<file path="src/rtl/uart_rx_pkg.sv">
// Shared types and constants for the UART receive peripheral.
package uart_rx_pkg;

    typedef enum logic [2:0] {IDLE, START, DATA, PARITY, STOP} uart_rx_state_t;

    localparam int   MIN_DIV     = 4;
    localparam logic PARITY_EVEN = 1'b0;
    localparam logic PARITY_ODD  = 1'b1;

    // High when the received parity bit disagrees with the programmed parity sense.
    function automatic logic parity_fault(input logic data_xor, input logic sample,
                                          input logic ptype);
        case (ptype)
            PARITY_EVEN: return data_xor ^ sample;
            PARITY_ODD:  return ~(data_xor ^ sample);
            default:     return data_xor ^ sample;
        endcase
    endfunction

endpackage

</file>
<file path="src/rtl/uart_rx_fifo.sv">
// First-word-fall-through receive FIFO: head data is visible whenever not empty.
// A pop on an empty FIFO is ignored; a push while full is accepted only with a same-cycle pop.
module uart_rx_fifo #(
    parameter int DEPTH = 256,
    parameter int WIDTH = 8
) (
    input  logic             i_clk,
    input  logic             i_rst,
    input  logic             i_push,
    input  logic [WIDTH-1:0] i_wdata,
    input  logic             i_pop,
    output logic [WIDTH-1:0] o_rdata,
    output logic             o_empty,
    output logic             o_full
);

    localparam int AW = $clog2(DEPTH);

    logic [WIDTH-1:0] r_mem [DEPTH];
    logic [AW-1:0]    r_wptr;
    logic [AW-1:0]    r_rptr;
    logic [AW:0]      r_count;
    logic             w_do_push;
    logic             w_do_pop;

    assign o_empty   = (r_count == '0);
    assign o_full    = (r_count == (AW+1)'(DEPTH));
    assign w_do_pop  = i_pop & ~o_empty;
    assign w_do_push = i_push & (~o_full | w_do_pop);
    assign o_rdata   = o_empty ? '0 : r_mem[r_rptr];

    // Storage write; contents are qualified by r_count so they need no reset.
    // NOTE: memory arrays are left out of reset so they map onto RAM; only the pointers and count are reset.
    always_ff @(posedge i_clk) begin
        if (w_do_push) begin
            r_mem[r_wptr] <= i_wdata;
        end
    end

    // Pointer and occupancy tracking; pointers wrap naturally at DEPTH (power of two).
    always_ff @(posedge i_clk) begin
        if (i_rst) begin
            r_wptr  <= '0;
            r_rptr  <= '0;
            r_count <= '0;
        end else begin
            if (w_do_push) r_wptr <= r_wptr + AW'(1);
            if (w_do_pop)  r_rptr <= r_rptr + AW'(1);
            case ({w_do_push, w_do_pop})
                2'b10:   r_count <= r_count + (AW+1)'(1);
                2'b01:   r_count <= r_count - (AW+1)'(1);
                default: r_count <= r_count;
            endcase
        end
    end

endmodule

</file>
<file path="src/rtl/uart_rx_peripheral.sv">
// UART receive peripheral: synchronizer, oversampling deframer FSM and RX FIFO.
// Build option: define UART_RX_MAJORITY_EN to take each bit as the 2-of-3 majority
// of samples at mid-1, mid and mid+1 (decision at mid+1).
module uart_rx_peripheral
    import uart_rx_pkg::*;
#(
    parameter int FIFO_DEPTH = 256,
    parameter int DATA_WIDTH = 8,
    parameter int DIV_WIDTH  = 20
) (
    input  logic                  i_uart_clk,
    input  logic                  i_uart_rst,
    input  logic [DIV_WIDTH-1:0]  i_uart_baud_divisor,
    input  logic                  i_uart_parity_en,
    input  logic                  i_uart_parity_type,
    input  logic                  i_uart_rx_sdata,
    input  logic                  i_uart_rx_ready,
    output logic [DATA_WIDTH-1:0] o_uart_rx_pdata,
    output logic                  o_uart_rx_valid,
    output logic                  o_uart_fifo_full,
    output logic                  o_uart_rx_busy,
    output logic                  o_uart_parity_err,
    output logic                  o_uart_frame_err,
    output logic                  o_uart_overrun
);

    localparam int BCW = (DATA_WIDTH > 1) ? $clog2(DATA_WIDTH) : 1;

    uart_rx_state_t         r_state;
    uart_rx_state_t         w_next_state;
    logic                   r_sync1;
    logic                   r_sync2;
    logic                   r_rx_prev;
    logic [DIV_WIDTH-1:0]   r_div;
    logic [DIV_WIDTH-1:0]   r_cnt;
    logic [DIV_WIDTH-1:0]   w_eff_div;
    logic [DIV_WIDTH-1:0]   w_target;
    logic                   r_par_en;
    logic                   r_par_type;
    logic [DATA_WIDTH-1:0]  r_data;
    logic [BCW-1:0]         r_bitcnt;
    logic                   r_perr;
    logic                   r_stop_bit;
    logic                   r_decide;
    logic                   w_rx;
    logic                   w_bit;
    logic                   w_start_edge;
    logic                   w_tick;
    logic                   w_last_bit;
    logic                   w_good;
    logic                   w_push;
    logic                   w_pop;
    logic                   w_empty;
    logic                   w_full;

    // Two-flop synchronizer for the asynchronous line, idle-high after reset.
    // NOTE: clocked state always uses non-blocking (<=) so every flop samples pre-edge values.
    always_ff @(posedge i_uart_clk) begin
        if (i_uart_rst) begin
            r_sync1   <= 1'b1;
            r_sync2   <= 1'b1;
            r_rx_prev <= 1'b1;
        end else begin
            r_sync1   <= i_uart_rx_sdata;
            r_sync2   <= r_sync1;
            r_rx_prev <= r_sync2;
        end
    end

    assign w_rx         = r_sync2;
    assign w_start_edge = r_rx_prev & ~w_rx;
    assign w_eff_div    = (i_uart_baud_divisor < DIV_WIDTH'(MIN_DIV)) ?
                          DIV_WIDTH'(MIN_DIV) : i_uart_baud_divisor;

`ifdef UART_RX_MAJORITY_EN
    localparam logic [DIV_WIDTH-1:0] START_OFS = DIV_WIDTH'(1);
    logic [1:0] r_hist;

    // Holds the two previous synced samples (mid-1, mid) for the majority vote at mid+1.
    always_ff @(posedge i_uart_clk) begin
        if (i_uart_rst) r_hist <= 2'b11;
        else            r_hist <= {r_hist[0], w_rx};
    end

    assign w_bit = (r_hist[1] & r_hist[0]) | (r_hist[1] & w_rx) | (r_hist[0] & w_rx);
`else
    localparam logic [DIV_WIDTH-1:0] START_OFS = '0;

    assign w_bit = w_rx;
`endif

    // START waits half a bit to land mid-bit; every later bit is one full period apart.
    assign w_target   = (r_state == START) ? ((r_div >> 1) - DIV_WIDTH'(1) + START_OFS)
                                           : (r_div - DIV_WIDTH'(1));
    assign w_tick     = (r_cnt == w_target);
    assign w_last_bit = (r_bitcnt == BCW'(DATA_WIDTH - 1));

    // State register.
    always_ff @(posedge i_uart_clk) begin
        if (i_uart_rst) r_state <= IDLE;
        else            r_state <= w_next_state;
    end

    // Next-state logic for the deframer.
    // NOTE: default assignment first so no path through the case leaves w_next_state unassigned (no latch).
    always_comb begin
        w_next_state = r_state;
        case (r_state)
            IDLE:    if (w_start_edge) w_next_state = START;
            START:   if (w_tick) w_next_state = w_bit ? IDLE : DATA;
            DATA:    if (w_tick && w_last_bit) w_next_state = r_par_en ? PARITY : STOP;
            PARITY:  if (w_tick) w_next_state = STOP;
            STOP:    if (w_tick) w_next_state = IDLE;
            default: w_next_state = IDLE;
        endcase
    end

    // Baud counter, frame configuration capture, shift register and stop-bit verdict.
    always_ff @(posedge i_uart_clk) begin
        if (i_uart_rst) begin
            r_div      <= DIV_WIDTH'(MIN_DIV);
            r_par_en   <= 1'b0;
            r_par_type <= 1'b0;
            r_cnt      <= '0;
            r_bitcnt   <= '0;
            r_data     <= '0;
            r_perr     <= 1'b0;
            r_stop_bit <= 1'b0;
            r_decide   <= 1'b0;
        end else begin
            r_decide <= 1'b0;
            if (r_state == IDLE) begin
                r_cnt    <= '0;
                r_bitcnt <= '0;
                if (w_start_edge) begin
                    r_div      <= w_eff_div;
                    r_par_en   <= i_uart_parity_en;
                    r_par_type <= i_uart_parity_type;
                    r_perr     <= 1'b0;
                end
            end else begin
                r_cnt <= w_tick ? '0 : r_cnt + DIV_WIDTH'(1);
                if (w_tick) begin
                    case (r_state)
                        DATA: begin
                            r_data   <= {w_bit, r_data[DATA_WIDTH-1:1]};
                            r_bitcnt <= r_bitcnt + BCW'(1);
                        end
                        PARITY: r_perr <= parity_fault(^r_data, w_bit, r_par_type);
                        STOP: begin
                            r_stop_bit <= w_bit;
                            r_decide   <= 1'b1;
                        end
                        default: ;
                    endcase
                end
            end
        end
    end

    // Verdict cycle: frame error outranks parity error; a good byte pushes or overruns.
    assign w_pop             = ~w_empty & i_uart_rx_ready;
    assign w_good            = r_decide & r_stop_bit & ~r_perr;
    assign w_push            = w_good & (~w_full | w_pop);
    assign o_uart_frame_err  = r_decide & ~r_stop_bit;
    assign o_uart_parity_err = r_decide & r_stop_bit & r_perr;
    assign o_uart_overrun    = w_good & w_full & ~w_pop;
    assign o_uart_rx_valid   = ~w_empty;
    assign o_uart_fifo_full  = w_full;
    assign o_uart_rx_busy    = (r_state != IDLE);

    uart_rx_fifo #(
        .DEPTH (FIFO_DEPTH),
        .WIDTH (DATA_WIDTH)
    ) u_fifo (
        .i_clk   (i_uart_clk),
        .i_rst   (i_uart_rst),
        .i_push  (w_push),
        .i_wdata (r_data),
        .i_pop   (w_pop),
        .o_rdata (o_uart_rx_pdata),
        .o_empty (w_empty),
        .o_full  (w_full)
    );

endmodule

</file>
<file path="config.mk">
export PLATFORM = sky130hd
export DESIGN_NAME = uart_rx_peripheral
export DESIGN_NICKNAME = d
export VERILOG_FILES = /design/src/rtl/uart_rx_pkg.sv /design/src/rtl/uart_rx_fifo.sv /design/src/rtl/uart_rx_peripheral.sv
export SDC_FILE = /design/constraint.sdc
export NUM_CORES = 2
export LEC_CHECK = 0
export ABC_AREA = 1
export CAP_MARGIN = 10
export CORE_MARGIN = 2
export CORE_UTILIZATION = 35
export CTS_CLUSTER_DIAMETER = 100
export CTS_CLUSTER_SIZE = 16
export DETAILED_ROUTE_END_ITERATION = 6
export PLACE_DENSITY_LB_ADDON = 0.3
export SYNTH_ARGS = -nofsm -noshare
export SYNTH_HDL_FRONTEND = slang
export SYNTH_SLANG_ARGS = --single-unit
</file>
<file path="constraint.sdc">
create_clock -name i_uart_clk -period 9.19 [get_ports i_uart_clk]
set_input_delay 2.2975 -clock i_uart_clk [delete_from_list [all_inputs] [get_ports i_uart_clk]]
set_output_delay 2.2975 -clock i_uart_clk [all_outputs]
set_load 0.01 [all_outputs]
</file>
==> out/results.txt <==
cts hold-fix bufs = 0
Area growth syn-to-layout = 9.00%
crit path DAT = 6.13 ns
most numerous cell in the Yosys netlist = edfxtp_1
maxcap violations = 0
die width = 501 µm
Worst Setup Start Kind = flip-flop
Synth area leader = edfxtp_1
detailed placement HPWL = 132000 µm
largest net degree at the start of global routing = 201
max_slew headroom = 6.23%
RSZ-0062 raised after global routing = false
Crit Path Max Fanout = 98
clock slew at reported path FFs = 0.07 ns
initial antenna violation count = 7
DR WL/cell = 23.8 µm
leading post-synthesis cells by cell area = edfxtp_1 71%, o21ai_0 6.5%, nor2_1 6.2%
post-route cell area = 94300 µm²
Layout Nets = 7026
vias post-DR = 56500
WHS Path Cells = 1
Syn Inst Count = 7204
storage element area = 63400 µm²
Detailed Route WL = 244000 µm
GRT Resource Usage Total = 18.9%
EDFF count, synth = 2048
clock tree buffer depth = 3
Hold Fails Final Rpt = 0
Worst path max stage delay = 0.82 ns
Critical Path RT = 6.89 ns
Yosys Warn Count = 0
final core occ = 38.4%
Pleak = 25.9 nW
Hold WC Path Type = flip-flop to flip-flop
CTS tree = yes
post-DR vias/cell = 5.51
PnR worst setup slack = 0.764 ns
Port Buffers = 39
Yosys cell types = 44
Post-synth top cells = 2048 x edfxtp_1, 1422 x nor2_1, 1121 x o21ai_0, 672 x nand2_1, 530 x o22ai_1
Die Y = 501 µm
number of global-route vias before repair = 54100
min Tclk post-route = 8.43 ns
worst slack, placed = 1.68 ns
worst vdd ir = 0.182 mV
hold endpoint = r_sync2
Comb pwr share = 14.6%
clock skew = 0.0360 ns
r2r startpoint = u_fifo.r_count[3]
Final Max Tran Viols = 0
CP Class = flip-flop to output port
first-pass GRT wire length = 360000 µm
net switching power = 0.00548 W
status = completed
clock sink count = 2143
TNS Setup = 0 ns
Final Setup Violations = 0
placed instance area = 90000 µm²
Async SR Flop Fraction = 0%
sequential area share after synthesis = 73.3%
fin crit share = 91.7%
Worst R2R End = u_fifo.r_count[8]
CTS Root Buffer Type = clkbuf_16
most used cell, CP = nor2_1
Ports = 40
Int Pwr = 0.0145 W
CTS resizes = 0
Yosys top cell area share = 71.1%
Yosys reg bits = 2143
row cnt = 182
Max H-tree Level = 4
area of the core = 246000 µm²
clock network fraction of total power = 32.0%
PwrDens = 212 nW/µm²
Setup Buffers After CTS = 0
drt first pass iters = 6
Mapped Area = 86500 µm²
Seq pwr share = 53.4%
DRT iter0 DRCs = 6336
switch share = 27.5%
Worst-Margin Slew = 1.41 ns
Syn Area/Cell = 12.0 µm²
initial core utilization = 35.2%
r2r setup slk = 5.32 ns
CP Capture Type = output port
DRC = 0
total gr overflow = 0
Worst Reg-to-Reg Cells = 18
critical path's slowest cell = a311oi_2
HP Start = r_sync1
Synth Flop Type = edfxtp_1
number of CTS-inserted buffers = 152
Filler Cells Inserted = 23300
synthesized net count = 7248
crit-path cells = inv_8 -> buf_4 -> o21ai_0 -> o22ai_1 -> nand2_1 -> nand3_1 -> and3_1 -> nor3_1 -> nor2_1 -> nor2_1 -> a311oi_2 -> clkdlybuf4s50_1
Worst-Skew Late Latency = 0.83 ns
antenna viol nets, final = 0
die area = 251000 µm²
area occupied by multi-input gates = 20700 µm²
share of cells above drive strength 1 = 4.62%
Max Fclk = 119 MHz
RePlAce Congestion = 0.842
==> cells by family (layout without fill, tap and decap cells) <==
kind of cell               Yosys count  in the layout  synth area share (%)
AOI/OAI and AO/OA                 1740           1740                  10.9
adders and majority gates           18             18                 0.269
buffers and inverters              631            455                  2.80
and+or+nand+nor                   2644           2644                  12.4
DFF                               2143           2143                  73.3
other                                0              2                     0
xor gates and xnor gates            28             28                 0.284
==> worst max path at each step <==
stage | cells past startpoint | end | from | slack, ns
4_1_cts | 12 | o_uart_rx_pdata[5] | flip-flop | 0.79
5_1_grt | 13 | o_uart_rx_pdata[5] | flip-flop | 0.73
3_3_place_gp | 13 | o_uart_rx_pdata[4] | flip-flop | 1.18
6_report | 12 | o_uart_rx_pdata[5] | flip-flop | 0.76
3_5_place_dp | 12 | o_uart_rx_pdata[5] | flip-flop | 1.68
2_1_floorplan | 3 | o_uart_overrun | i_uart_rx_ready | 4.12
==> stage by stage <==
step	power, W	hold WS (ns)	cells
2_1_floorplan	0.0128	0.389	7204
3_3_place_gp	0.0137	0.393	10000
3_5_place_dp	0.0138	0.397	10000
4_1_cts	0.0200	0.414	10200
5_1_grt	0.0207	0.436	10200
6_report	0.0200	0.412	10300
==> cells in the final DEF (no fill, tap or decap), types with 11 or more instances in the layout <==
cell             count
clkbuf_16          154
nand2_2             15
inv_1              121
buf_4               66
nand2_1            661
o21ai_0           1121
edfxtp_1          2048
buf_12              22
xor2_1              17
xnor2_1             11
ha_1                17
a21oi_1             63
nor3_1              19
nand3_1            469
dfxtp_4             12
o22ai_1            530
nor2_1            1422
clkbuf_1            30
dfxtp_1             81
clkdlybuf4s50_1     39
==> sequential cells by signal (all words and copies together) (netlist names), named ones only <==
register / cells
r_div: 20
u_fifo.r_rptr: 8
r_par_en: 1
r_sync1: 1
r_stop_bit: 1
r_state: 3
r_perr: 1
r_bitcnt: 3
r_rx_prev: 1
u_fifo.r_wptr: 8
r_decide: 1
r_par_type: 1
r_cnt: 20
u_fifo.r_count: 9
u_fifo.r_mem: 2048
r_sync2: 1
r_data: 8
==> routing by layer <==
metal	vias up	share of wire (%)	track usage [%]
li1	25600	-	-
met1	28300	43	26.8
met2	2179	47	30.2
met3	328	7.7	2.93
met4	0	2.8	5.44
met5	-	0	0
==> final cells by class <==
type	instances	share of cell area, %
repair buffers	127	1.41
inverters	128	0.538
diodes	2	0.00531
clock buffers	184	4.21
multi-input cells	4430	22.0
well taps	3220	4.27
flip-flops and latches	2143	67.3
clock inverters	16	0.259
==> worst max-delay path: cells and delay by family (launching register included) <==
kind	cells	cell delay [ns]
compound gates	3	1.17
buf+inv	3	2.06
simple gates	6	1.25
flops	1	0.64
==> power groups by stage <==
stage	Combinational, W	Clock [W]	Sequential [W]
2_1_floorplan	0.00200	0	0.0108
3_3_place_gp	0.00286	0	0.0109
6_report	0.00292	0.00638	0.0107
3_5_place_dp	0.00291	0	0.0109
5_1_grt	0.00323	0.00679	0.0107
4_1_cts	0.00291	0.00648	0.0107
Note: power is estimated with default switching activity, not from simulation.
